==> config.mk <==
export PLATFORM = sky130hd
export DESIGN_NAME = inst_mem_ctrl
export DESIGN_NICKNAME = d
export VERILOG_FILES = /design/src/rtl/inst_mem_ctrl.sv
export SDC_FILE = /design/constraint.sdc
export NUM_CORES = 1
export LEC_CHECK = 0
export CORE_MARGIN = 1
export CORE_UTILIZATION = 30
export CTS_BUF_LIST = sky130_fd_sc_hd__clkbuf_16
export DETAILED_ROUTE_END_ITERATION = 16
export GPL_TIMING_DRIVEN = 0
export PLACE_DENSITY = 0.64
export SLEW_MARGIN = 20
export SYNTH_ARGS = -nofsm -noshare
export SYNTH_HDL_FRONTEND = slang
export SYNTH_SLANG_ARGS = --single-unit
==> constraint.sdc <==
create_clock -name clk_in -period 1.9 [get_ports clk_in]
set_input_delay 0.475 -clock clk_in [delete_from_list [all_inputs] [get_ports clk_in]]
set_output_delay 0.475 -clock clk_in [all_outputs]
set_load 0.005 [all_outputs]
==> src/rtl/inst_mem_ctrl.sv <==
// ---------------------------------------------------------------------------
// inst_mem_ctrl
// Single-port access controller for the byte-wide instruction RAM. The RAM is
// shared between the fetch unit (reads) and the program loader (sequential
// byte writes starting at address 0). The RAM has a registered 1-cycle read,
// so a granted fetch spends one cycle in RD before its byte is returned.
//
// Ports
//   clk_in, rst_n            clock (rising edge), async active-low reset
//   fetch_req / fetch_addr   fetch request and byte address (held until grant)
//   fetch_grant              combinational, request accepted this cycle
//   fetch_valid / fetch_data one-cycle strobe with fetched byte (data held)
//   load_start               pulse, start (or restart) a load session
//   load_valid / load_data   loader byte to write
//   load_end                 pulse, end the load session early
//   load_ready               combinational, high while in LOAD
//   load_done                one-cycle strobe after the session ends
//   load_count               bytes written in current/last session
//   mem_addr/mem_w/mem_din   RAM address, write enable, write data
//   mem_dout                 RAM registered read data
//
// State  | meaning
// -------+---------------------------------------------------------------
// IDLE   | no access in flight; arbitrates load (priority) vs. fetch
// RD     | RAM read issued last cycle; capture mem_dout this cycle
// LOAD   | loader owns the RAM; fetches stall
// ---------------------------------------------------------------------------
module inst_mem_ctrl #(
    parameter int ADDR_W     = 16,
    parameter int DATA_W     = 8,
    parameter int LOAD_LIMIT = 16
) (
    input  logic              clk_in,
    input  logic              rst_n,
    input  logic              fetch_req,
    input  logic [ADDR_W-1:0] fetch_addr,
    output logic              fetch_grant,
    output logic              fetch_valid,
    output logic [DATA_W-1:0] fetch_data,
    input  logic              load_start,
    input  logic              load_valid,
    input  logic [DATA_W-1:0] load_data,
    input  logic              load_end,
    output logic              load_ready,
    output logic              load_done,
    output logic [ADDR_W-1:0] load_count,
    output logic [ADDR_W-1:0] mem_addr,
    output logic              mem_w,
    output logic [DATA_W-1:0] mem_din,
    input  logic [DATA_W-1:0] mem_dout
);

    typedef enum logic [1:0] {
        ST_IDLE = 2'd0,
        ST_RD   = 2'd1,
        ST_LOAD = 2'd2
    } state_t;

    // Compared one bit wider so LOAD_LIMIT = 2^ADDR_W is still representable.
    localparam logic [ADDR_W:0] LAST_IDX = (ADDR_W + 1)'(LOAD_LIMIT - 1);

    state_t            state;
    state_t            state_nxt;
    logic [ADDR_W-1:0] rd_addr;
    logic              pend_load;

    logic              at_last;
    logic              cnt_clr;
    logic              cnt_inc;
    logic              pend_set;
    logic              pend_clr;
    logic              rd_done;
    logic              done_set;

    assign at_last = ({1'b0, load_count} == LAST_IDX);

    always_comb begin
        state_nxt   = state;
        fetch_grant = 1'b0;
        load_ready  = 1'b0;
        mem_addr    = '0;
        mem_w       = 1'b0;
        mem_din     = '0;
        cnt_clr     = 1'b0;
        cnt_inc     = 1'b0;
        pend_set    = 1'b0;
        pend_clr    = 1'b0;
        rd_done     = 1'b0;
        done_set    = 1'b0;

        case (state)
            ST_IDLE: begin
                if (load_start || pend_load) begin
                    state_nxt = ST_LOAD;
                    cnt_clr   = 1'b1;
                    pend_clr  = 1'b1;
                end else if (fetch_req) begin
                    fetch_grant = 1'b1;
                    mem_addr    = fetch_addr;
                    state_nxt   = ST_RD;
                end
            end

            ST_RD: begin
                // The read always completes; a load request is parked.
                mem_addr  = rd_addr;
                rd_done   = 1'b1;
                state_nxt = ST_IDLE;
                if (load_start) begin
                    pend_set = 1'b1;
                end
            end

            ST_LOAD: begin
                load_ready = 1'b1;
                if (load_valid) begin
                    mem_w    = 1'b1;
                    mem_addr = load_count;
                    mem_din  = load_data;
                end
                // Restart wins: a coincident write lands at the old address
                // but the counter goes back to zero.
                if (load_start) begin
                    cnt_clr = 1'b1;
                end else begin
                    cnt_inc = load_valid;
                    if ((load_valid && at_last) || load_end) begin
                        state_nxt = ST_IDLE;
                        done_set  = 1'b1;
                    end
                end
            end

            default: begin
                state_nxt = ST_IDLE;
            end
        endcase
    end

    always_ff @(posedge clk_in or negedge rst_n) begin
        if (!rst_n) begin
            state       <= ST_IDLE;
            rd_addr     <= '0;
            pend_load   <= 1'b0;
            fetch_valid <= 1'b0;
            fetch_data  <= '0;
            load_done   <= 1'b0;
            load_count  <= '0;
        end else begin
            state       <= state_nxt;
            fetch_valid <= rd_done;
            load_done   <= done_set;
            if (fetch_grant) begin
                rd_addr <= fetch_addr;
            end
            if (rd_done) begin
                fetch_data <= mem_dout;
            end
            if (pend_set) begin
                pend_load <= 1'b1;
            end else if (pend_clr) begin
                pend_load <= 1'b0;
            end
            if (cnt_clr) begin
                load_count <= '0;
            end else if (cnt_inc) begin
                load_count <= load_count + ADDR_W'(1);
            end
        end
    end

endmodule
==> results of run 1 <==
==> timing repair <==
item / in CTS / in global routing
cloned: 1 / 0
pin swaps: 28 / 19
gates resized for setup: 119 / 54
setup endpoints to repair: 33 / 37
buffers inserted: 14 / 10
==> final cells by class <==
type | instances | area [µm²]
clock buffers | 5 | 125
well taps | 99 | 124
multi-input cells | 181 | 1280
fillers | 690 | 3420
flip-flops and latches | 45 | 1130
repair buffers | 114 | 1110
plain buffers | 13 | 109
inverters | 5 | 21.3
clock inverters | 3 | 42.5
==> through the flow <==
stage | hold WS, ns | power [mW] | setup TNS [ns] | area (µm²)
6_report | 0.114 | 3.33 | -4.17 | 3950
5_1_grt | 0.143 | 3.51 | -5.63 | 3950
4_1_cts | 0.129 | 3.30 | -6.69 | 3760
3_5_place_dp | 0.433 | 2.17 | -33.34 | 3360
3_3_place_gp | 0.458 | 2.14 | -75.21 | 3340
2_1_floorplan | 0.179 | 1.70 | 0 | 2320
==> registers in the layout (all words and copies together), names as in the netlist <==
register	flops
fetch_data	8
state	2
fetch_valid	1
rd_addr	16
load_done	1
load_count	16
pend_load	1
==> worst register-to-register path, stage by stage, from the launching register on <==
cell     delay, ns
dfrtp_1       0.36
buf_4         0.12
and2b_1       0.23
o31ai_2       0.44
buf_2         0.30
nor4b_1       0.08
a21o_1        0.17
==> layer usage <==
layer	share of wire [%]	GRT usage, %
met4	0.37	3.90
met2	51	30.1
met3	7.0	4.31
met5	0	0
met1	41	22.5
==> path summary, 6_finish.rpt <==
path                        startpoint            end  slack, ns  cells after the start
setup / recovery              state[1]    mem_addr[4]      -0.29                      7
hold / removal                   rst_n      pend_load       0.11                      1
setup reg to reg              state[1]  load_count[2]       0.10                      6
hold reg to reg            rd_addr[13]    rd_addr[13]       0.48                      2
max in group asynchronous        rst_n  load_count[0]       1.27                      2
min in group clk_in        rd_addr[13]    rd_addr[13]       0.48                      2
==> power groups by stage <==
| stage | Clock [mW] | Combinational [mW] | Sequential [mW] |
|---|---|---|---|
| after floorplan | 0 | 0.352 | 1.35 |
| after global placement | 0 | 0.789 | 1.35 |
| after detailed placement | 0 | 0.804 | 1.37 |
| after CTS | 1.01 | 0.920 | 1.37 |
| after global routing | 1.05 | 1.05 | 1.41 |
| final | 0.993 | 0.959 | 1.37 |
==> cells in the final DEF, fill, tap and decap left out, types with 6 or more instances in the layout <==
master	netlist	routed
clkdlybuf4s50_1	0	59
nand2_1	65	47
dfrtp_1	45	39
buf_2	7	18
a21oi_1	16	16
buf_4	1	15
buf_6	0	13
a22oi_2	0	11
and3_1	11	11
nand2_4	0	9
nand2_2	0	9
mux2_2	9	9
dlymetal6s2s_1	0	9
or4_1	6	6
o21ai_0	6	6
dfrtp_2	0	6
==> logic make-up after synthesis <==
family,synth area share [%]
buffers and inverters,3.62
XOR/XNOR,0.378
AO/OA/AOI/OAI,15.5
flip-flops,48.6
AND/OR/NAND/NOR,26.1
multiplexers,5.24
adder cells (fa/ha/maj),0.540
==> metrics.txt, run 1 <==
YS warnings 0; largest area contributor in the netlist dfrtp_1; worst-skew pair later-pin latency between 0.2 and 0.3 ns; Starting Density 31.4%; P_sw 0.924 mW; most used cell, CP buf_6; Placed Cells around 440; Final WS setup -0.289 ns; Worst setup SP type flop; fin util 53.6%; ANT nets after route 0; skew final 0.00677 ns; global-route wire length before repair 11,300 µm; sequential element share of the synthesized area 48.6%; leakage power 1.99 nW; Syn Nets 284; Synth async-reset ratio 100%; drt pass-1 iters 4; worst hold path type input pin to asynchronous set/reset pin; Comb power frac 28.8%; Final min period 2.19 ns; # H-tree levels 2; worst path cell trace buf_6, nor2b_4, and2_4, buf_6, a222oi_1, a21oi_1, buf_2; row count 31; Clock power frac 29.9%; Synth top cells by count nand2_1 (65), dfrtp_1 (45), a21oi_1 (16); crit path max-delay cell type dfrtp_1; failing checks setup timing; CP peak stage delay 0.39 ns; synth unique cells between 40 and 50; Clock Pin Slew Worst Setup and Hold Paths 0.07 ns; #FFs+latches synth 45; fin crit share 115%; Top Ports just over 90; post-DP HPWL ~5000 µm; final net count 404; DR WL/cell 15.7 µm; CP top delay family buffers and inverters; share of the synthesized area in the top cell type 48.6%; vias in the first global route about 2,200; Fin. Hold Viols 0; Cell Pwr Density about 840 nW/µm²; critical path fanouts, max 4; Pins Over Slew Limit 0; RePlAce Congestion approximately 0.79; Arr. time, crit path 1.71 ns; TritonCTS Buffers 5; CTS tree done; area of the mapped netlist 2320 µm²; CORE AREA roughly 7400 µm²; share of layout cells above drive strength 1 32.5%; die area 8080 µm²; worst vdd ir between 0.4 and 0.5 mV; Total Wirelength 7310 µm; commonest register cell after synthesis dfrtp_1; Post-synth EDFFs 0; Tightest Pin Transition 0.651 ns; Vias 2,340; DRT iter0 DRCs 182; count leader, synth nand2_1; DIE WIDTH roughly 90 µm; Seq pwr share 41.3%; fmax 457 MHz; crit end category primary output; clock root cell clkbuf_16; clk buf depth 2; critical path type flop to primary output; Data required, critical path between 1 and 1.5 ns; gr ovfl total 0; port bufs 90; syn_area_per_cell 9.46 µm²; die span in y 89.9 µm; diodes inserted 0; # setup viols final 18; DR vias/cell 5.03; pre-CTS setup slack -1.33 ns; switching share of power ~28%; Max-cap violations 0; synthesis-to-finish area growth 70.6%; synth top area cells dfrtp_1 (49%), nand2_1 (11%), mux2_2 (4.4%); RSZ-0062 raised after global routing true; Internal Pwr Total 2.40 mW; Critical path buffers and inverters 3; Mapped Cells 245; Post-Layout Cell Count 465; Tot GR Track Use ~18%; initial antenna violation count 0; # clock sinks 45; DRC viols 0; largest net degree at the start of global routing 30; Relative slew margins 56.2%; CTS Hold Bufs 0; status finished with violations
Note: power is estimated with default switching activity, not from simulation.
==> inputs of run 2 (changes only) <==
- CORE_ASPECT_RATIO: unset -> 1.75
- PLACE_DENSITY: 0.64 -> unset
- PLACE_DENSITY_LB_ADDON: unset -> 0.12
==> metrics.txt, run 2 (synthesis gave the netlist of run 1 again) <==
status finished with violations; failing checks setup timing; final net count 417 (+3.2%); Max-cap violations 0 (unchanged); met2 GRT Util 36.3% (+6.2 points); most common cell after layout, fill and taps aside clkdlybuf4s50_1; dpl cell area 3340 µm² (-0.41%); fill count 708 (+2.6%); Worst R2R Setup Slack -0.08 ns (-0.18 ns); worst vdd ir 0.629 mV (+28%); Largest regs load_count: 16 flops, rd_addr: 16 flops, fetch_data: 8 flops; met3 Use GR 3.76% (-0.55 points); hold_ws 0.125 ns (+0.0108 ns); DRT iter0 DRCs 142 (-22%); ANT nets after route 0 (unchanged); DIE WIDTH 68.4 µm (-24%); post-DP HPWL 5320 µm (+7.0%); # clock sinks 45 (unchanged); clk buf depth 2 (unchanged); Pins Over Slew Limit 0 (unchanged); port bufs 90 (unchanged); Relative slew margins 58.9% (+2.8 points); Data required, critical path 1.42 ns (about the same); die span in y 118 µm (+32%); critical path fanouts, max 6 (+2); diodes inserted 0 (unchanged); post-route cell area 3970 µm² (+0.44%); DR WL/cell 17.0 µm (+7.9%); gr ovfl total 0 (unchanged); clock root cell clkbuf_16; global-route wire length before repair 12,500 µm (+11%); worst-skew pair later-pin latency 0.29 ns (about the same); largest net degree at the start of global routing 30 (unchanged); Tot GR Track Use 21.3% (+3.6 points); Cell Pwr Density 812 nW/µm² (-3.5%); vias in the first global route 2,455 (+11%); # H-tree levels 2 (unchanged); row count 42 (+35%); Arr. time, crit path 1.76 ns (+0.05 ns); Fin. Hold Viols 0 (unchanged); Worst setup SP type flop; GRT met1 Usage 23.7% (+1.2 points); skew final 0.00818 ns (+0.00141 ns); Final WS setup -0.333 ns (-0.0438 ns); Final min period 2.23 ns (+0.0438 ns); synthesis-to-finish area growth 71.3%; Vias 2,428 (+3.8%); leakage power 1.89 nW (-5.0%); CORE AREA 7510 µm² (+2.0%); die area 8090 µm² (+0.18%); pre-CTS setup slack -1.33 ns (+0.00558 ns); DR vias/cell 5.20 (+3.3%); fmax 448 MHz (-2.0%); DRC viols 0 (unchanged); drt pass-1 iters 7 (+3); TritonCTS Buffers 5 (unchanged); initial antenna violation count 0 (unchanged); Top Ports 91 (unchanged); RSZ-0062 raised after global routing true; worst hold path type input pin to asynchronous set/reset pin; fin crit share 118% (+2.3 points); Starting Density 30.8% (-0.61 points); CTS tree done; share of layout cells above drive strength 1 35.6% (+3.1 points); Tightest Pin Transition 0.610 ns (-0.0409 ns); RePlAce Congestion 0.868 (+9.9%); CTS Hold Bufs 0 (unchanged); Clock Pin Slew Worst Setup and Hold Paths 0.07 ns (about the same); commonest cells after routing, fill and taps aside clkdlybuf4s50_1 (59), nand2_1 (56), dfrtp_1 (39); Top Usage Layer GRT met2; Total Wirelength 7920 µm (+8.3%); fin util 52.8% (-0.80 points); critical path type flop to primary output; # setup viols final 33 (+15); crit end category primary output
[run 2: final timing paths]
| path | startpoint | to | cells past startpoint |
|---|---|---|---|
| setup / recovery | state[0] | mem_addr[13] | 8 |
| hold / removal | rst_n | load_count[12] | 1 |
| setup reg to reg | state[0] | rd_addr[7] | 12 |
| hold reg to reg | rd_addr[13] | rd_addr[13] | 2 |
| max in group asynchronous | rst_n | load_count[1] | 2 |
| min in group clk_in | rd_addr[13] | rd_addr[13] | 2 |
[run 2: worst max-delay path: stages, from the launching register on]
cell	delay, ns
dfrtp_2	0.45
buf_4	0.16
nor2_4	0.10
nand3_2	0.10
inv_4	0.09
buf_6	0.12
a222oi_1	0.08
a21oi_1	0.20
buf_2	0.15
[run 2: timing repair]
item                       4_1_cts  5_1_grt
setup endpoints to repair       36       49
cloned                           1        0
pin swaps                       22        6
hold endpoints to repair         0        0
resized for setup              156       42
buffers inserted                31        7
[run 2: through the flow]
stage                     setup TNS, ns  total power, mW  cells
after floorplan                       0             1.70    245
after global placement           -82.83             2.15    423
after detailed placement         -33.77             2.17    424
after CTS                         -5.05             3.20    463
after global routing              -8.14             3.41    467
final                             -5.26             3.22    467
[run 2: per-layer routing]
metal  part of all wire [%]  up-vias
met4                    3.3        0
met2                     55       85
li1                       -     1151
met1                     36     1176
met5                      0        -
met3                    5.2       16
[run 2: power by group]
| part | internal [mW] | total (mW) | switching [mW] |
|---|---|---|---|
| sequential | 1.21 | 1.37 | 0.154 |
| combinational | 0.610 | 1.02 | 0.406 |
| clock | 0.476 | 0.839 | 0.363 |
| total | 2.30 | 3.22 | 0.923 |
[run 2: layout make-up]
type                       instances  area [µm²]  share of cell area (%)
inverter                           5        21.3                   0.536
tap                               88         110                    2.77
clock buffer                       5         125                    3.15
timing repair buffer             129        1200                    30.2
sequential                        45        1130                    28.6
clock inverter                     3        12.5                   0.315
buffer                            11         115                    2.90
multi-input combinational        181        1250                    31.6
==> inputs of run 3 (changes only) <==
- RECOVER_POWER: unset -> 50
- clock period: 1.9 -> 1.85 ns (I/O delays scaled with it)
==> metrics.txt, run 3 (synthesis gave the netlist of run 1 again) <==
Critical path buffers and inverters 3 (-1); DR vias/cell 5.26 (+1.1%); share of layout cells above drive strength 1 32.7% (-2.9 points); synthesis-to-finish area growth 65.5%; switching share of power 28.7% (+0.053 points); DR WL/cell 16.9 µm (-0.64%); leakage power 1.83 nW (-3.5%); Total Wirelength 7770 µm (-1.9%); Top Ports 91 (unchanged); Seq pwr share 43.6% (+1.1 points); Pins Over Slew Limit 0 (unchanged); critical path type flop to primary output; ANT nets after route 0 (unchanged); clk buf depth 2 (unchanged); Largest regs load_count: 16 flops, rd_addr: 16 flops, fetch_data: 8 flops; Vias 2,423 (-0.21%); CP top delay family buffers and inverters; status finished with violations; port bufs 90 (unchanged); worst hold path type input pin to asynchronous set/reset pin; DRC viols 0 (unchanged); initial antenna violation count 0 (unchanged); DR top layer met4; CP peak stage delay 0.39 ns (-0.06 ns); Data required, critical path 1.39 ns (-0.03 ns); Arr. time, crit path 1.75 ns (about the same); clock root cell clkbuf_16; vias in the first global route 2,449 (-0.24%); Worst R2R Setup Slack 0.04 ns (+0.12 ns); fin util 51.0% (-1.8 points); failing checks setup timing; DR WL met2 4320 µm (-1.2%); final net count 411 (-1.4%); fmax 451 MHz; worst vdd ir 0.700 mV (+11%); skew final 0.00511 ns (-0.00307 ns); Clock Pin Slew Worst Setup and Hold Paths 0.06 ns (about the same); Comb power frac 29.8% (-1.7 points); Starting Density 30.8% (unchanged); global-route wire length before repair 12,200 µm (-2.0%); # setup viols final 21 (-36%); fin crit share 120%; die area 8090 µm² (unchanged); DIE WIDTH 68.4 µm (unchanged); critical path fanouts, max 7 (+1); hold_ws 0.313 ns (+0.188 ns); crit end category primary output; pre-CTS setup slack -1.35 ns (-0.0250 ns); worst path cell trace buf_6, nor2b_4, and2_4, buf_6, a222oi_1, a21oi_1, buf_2; # clock sinks 45 (unchanged); RSZ-0062 raised after global routing true; die span in y 118 µm (unchanged); largest net degree at the start of global routing 30 (unchanged); Max-cap violations 0 (unchanged); Tightest Pin Transition 0.986 ns (+0.376 ns); DRT iter0 DRCs 156 (+9.9%); Final min period between 2 and 2.5 ns; Cell Pwr Density 839 nW/µm² (+3.4%); Reg-to-Reg End load_count[7]; Internal Pwr Total 2.30 mW (-0.22%); crit path max-delay cell type dfrtp_1; Relative slew margins 34.3% (-25 points); most common cell after layout, fill and taps aside nand2_1; P_sw 0.923 mW (about the same); commonest cells after routing, fill and taps aside nand2_1 (65), clkdlybuf4s50_1 (51), dfrtp_1 (34); Worst setup SP type flop; gr ovfl total 0 (unchanged); Clock power frac 26.6% (+0.6 points); TritonCTS Buffers 5 (unchanged); Fin. Hold Viols 0 (unchanged); diodes inserted 0 (unchanged); total power 3.22 mW (-0.14%); post-DP HPWL 5320 µm (unchanged); CTS tree done; most used cell, CP buf_6; worst reg2reg path startpoint state[1]; worst r2r path cells 6 (-6); routed length on met1 2800 µm (-2.6%); row count 42 (unchanged); CORE AREA 7510 µm² (unchanged); Tot GR Track Use 20.8% (-0.46 points); drt pass-1 iters 8 (+1); worst-skew pair later-pin latency 0.29 ns (about the same); RePlAce Congestion 0.868 (unchanged); # H-tree levels 2 (unchanged); Final WS setup -0.367 ns (-0.0344 ns); met3 routed WL 410 µm (-0.73%)
==> run 3: changes by cell type in the layout (fill, tap and decap cells not counted), moves of 2 or more <==
cell,previous run,this run
clkbuf_8,0,3
clkdlybuf4s15_1,0,2
dfrtp_2,6,11
nand2_1,56,65
nand2_4,4,0
nand2_2,5,0
dfrtp_1,39,34
buf_4,23,21
and3_4,7,4
buf_6,24,18
dlygate4sd3_1,0,8
and3_1,5,8
clkdlybuf4s50_1,59,51
buf_12,2,0
==> run 3: worst reg2reg max path: cells and delay by family, from the launching register on <==
family / cells / cell delay (ns)
AND/OR/NAND/NOR: 1 / 0.23
buffers and inverters: 2 / 0.39
flip-flops: 1 / 0.36
AO/OA/AOI/OAI: 3 / 0.75
==> run 3: routing by layer <==
| metal | GRT usage, % | vias up |
|---|---|---|
| met4 | 11.5 | 0 |
| met1 | 22.9 | 1180 |
| li1 | - | 1136 |
| met2 | 35.7 | 89 |
| met5 | 0 | - |
| met3 | 3.57 | 18 |
==> run 3: how the worst max path moves through the flow <==
stage,endpoint,from,cells after the start
3_5_place_dp,mem_addr[13],load_start,8
4_1_cts,mem_addr[13],state[1],7
5_1_grt,mem_addr[4],state[1],7
3_3_place_gp,mem_addr[13],load_start,8
2_1_floorplan,mem_addr[13],state[1],7
6_report,mem_addr[4],state[1],7
==> run 3: area by class of cell <==
class	instances	area, µm²
timing repair buffer	122	1090
tap	88	110
multi-input combinational	181	1200
fill	728	3680
buffer	12	138
clock inverter	3	12.5
inverter	5	18.8
sequential	45	1140
clock buffer	5	125
==> run 3: power by group through the flow <==
stage | logic [mW] | clock network, mW | registers (mW)
6_report | 0.961 | 0.855 | 1.40
5_1_grt | 1.05 | 0.918 | 1.44
4_1_cts | 0.977 | 0.885 | 1.41
3_5_place_dp | 0.832 | 0 | 1.40
3_3_place_gp | 0.820 | 0 | 1.39
2_1_floorplan | 0.362 | 0 | 1.39
==> run 3: through the flow <==
stage / area, µm² / cells / TNS [ns]
detailed placement: 3340 / 424 / -35.77
global route: 3830 / 461 / -7.95
CTS: 3840 / 460 / -4.84
finish: 3830 / 461 / -4.42
global placement: 3330 / 423 / -86.52
floorplan: 2320 / 245 / 0
==> run 3: what timing repair did <==
action / CTS / global route
hold buffers: 0 / 0
gates resized for setup: 165 / 21
pin swaps: 29 / 9
setup buffers: 27 / 5
hold endpoints to repair: 0 / 0
setup endpoints to repair: 42 / 53
cloned: 2 / 1
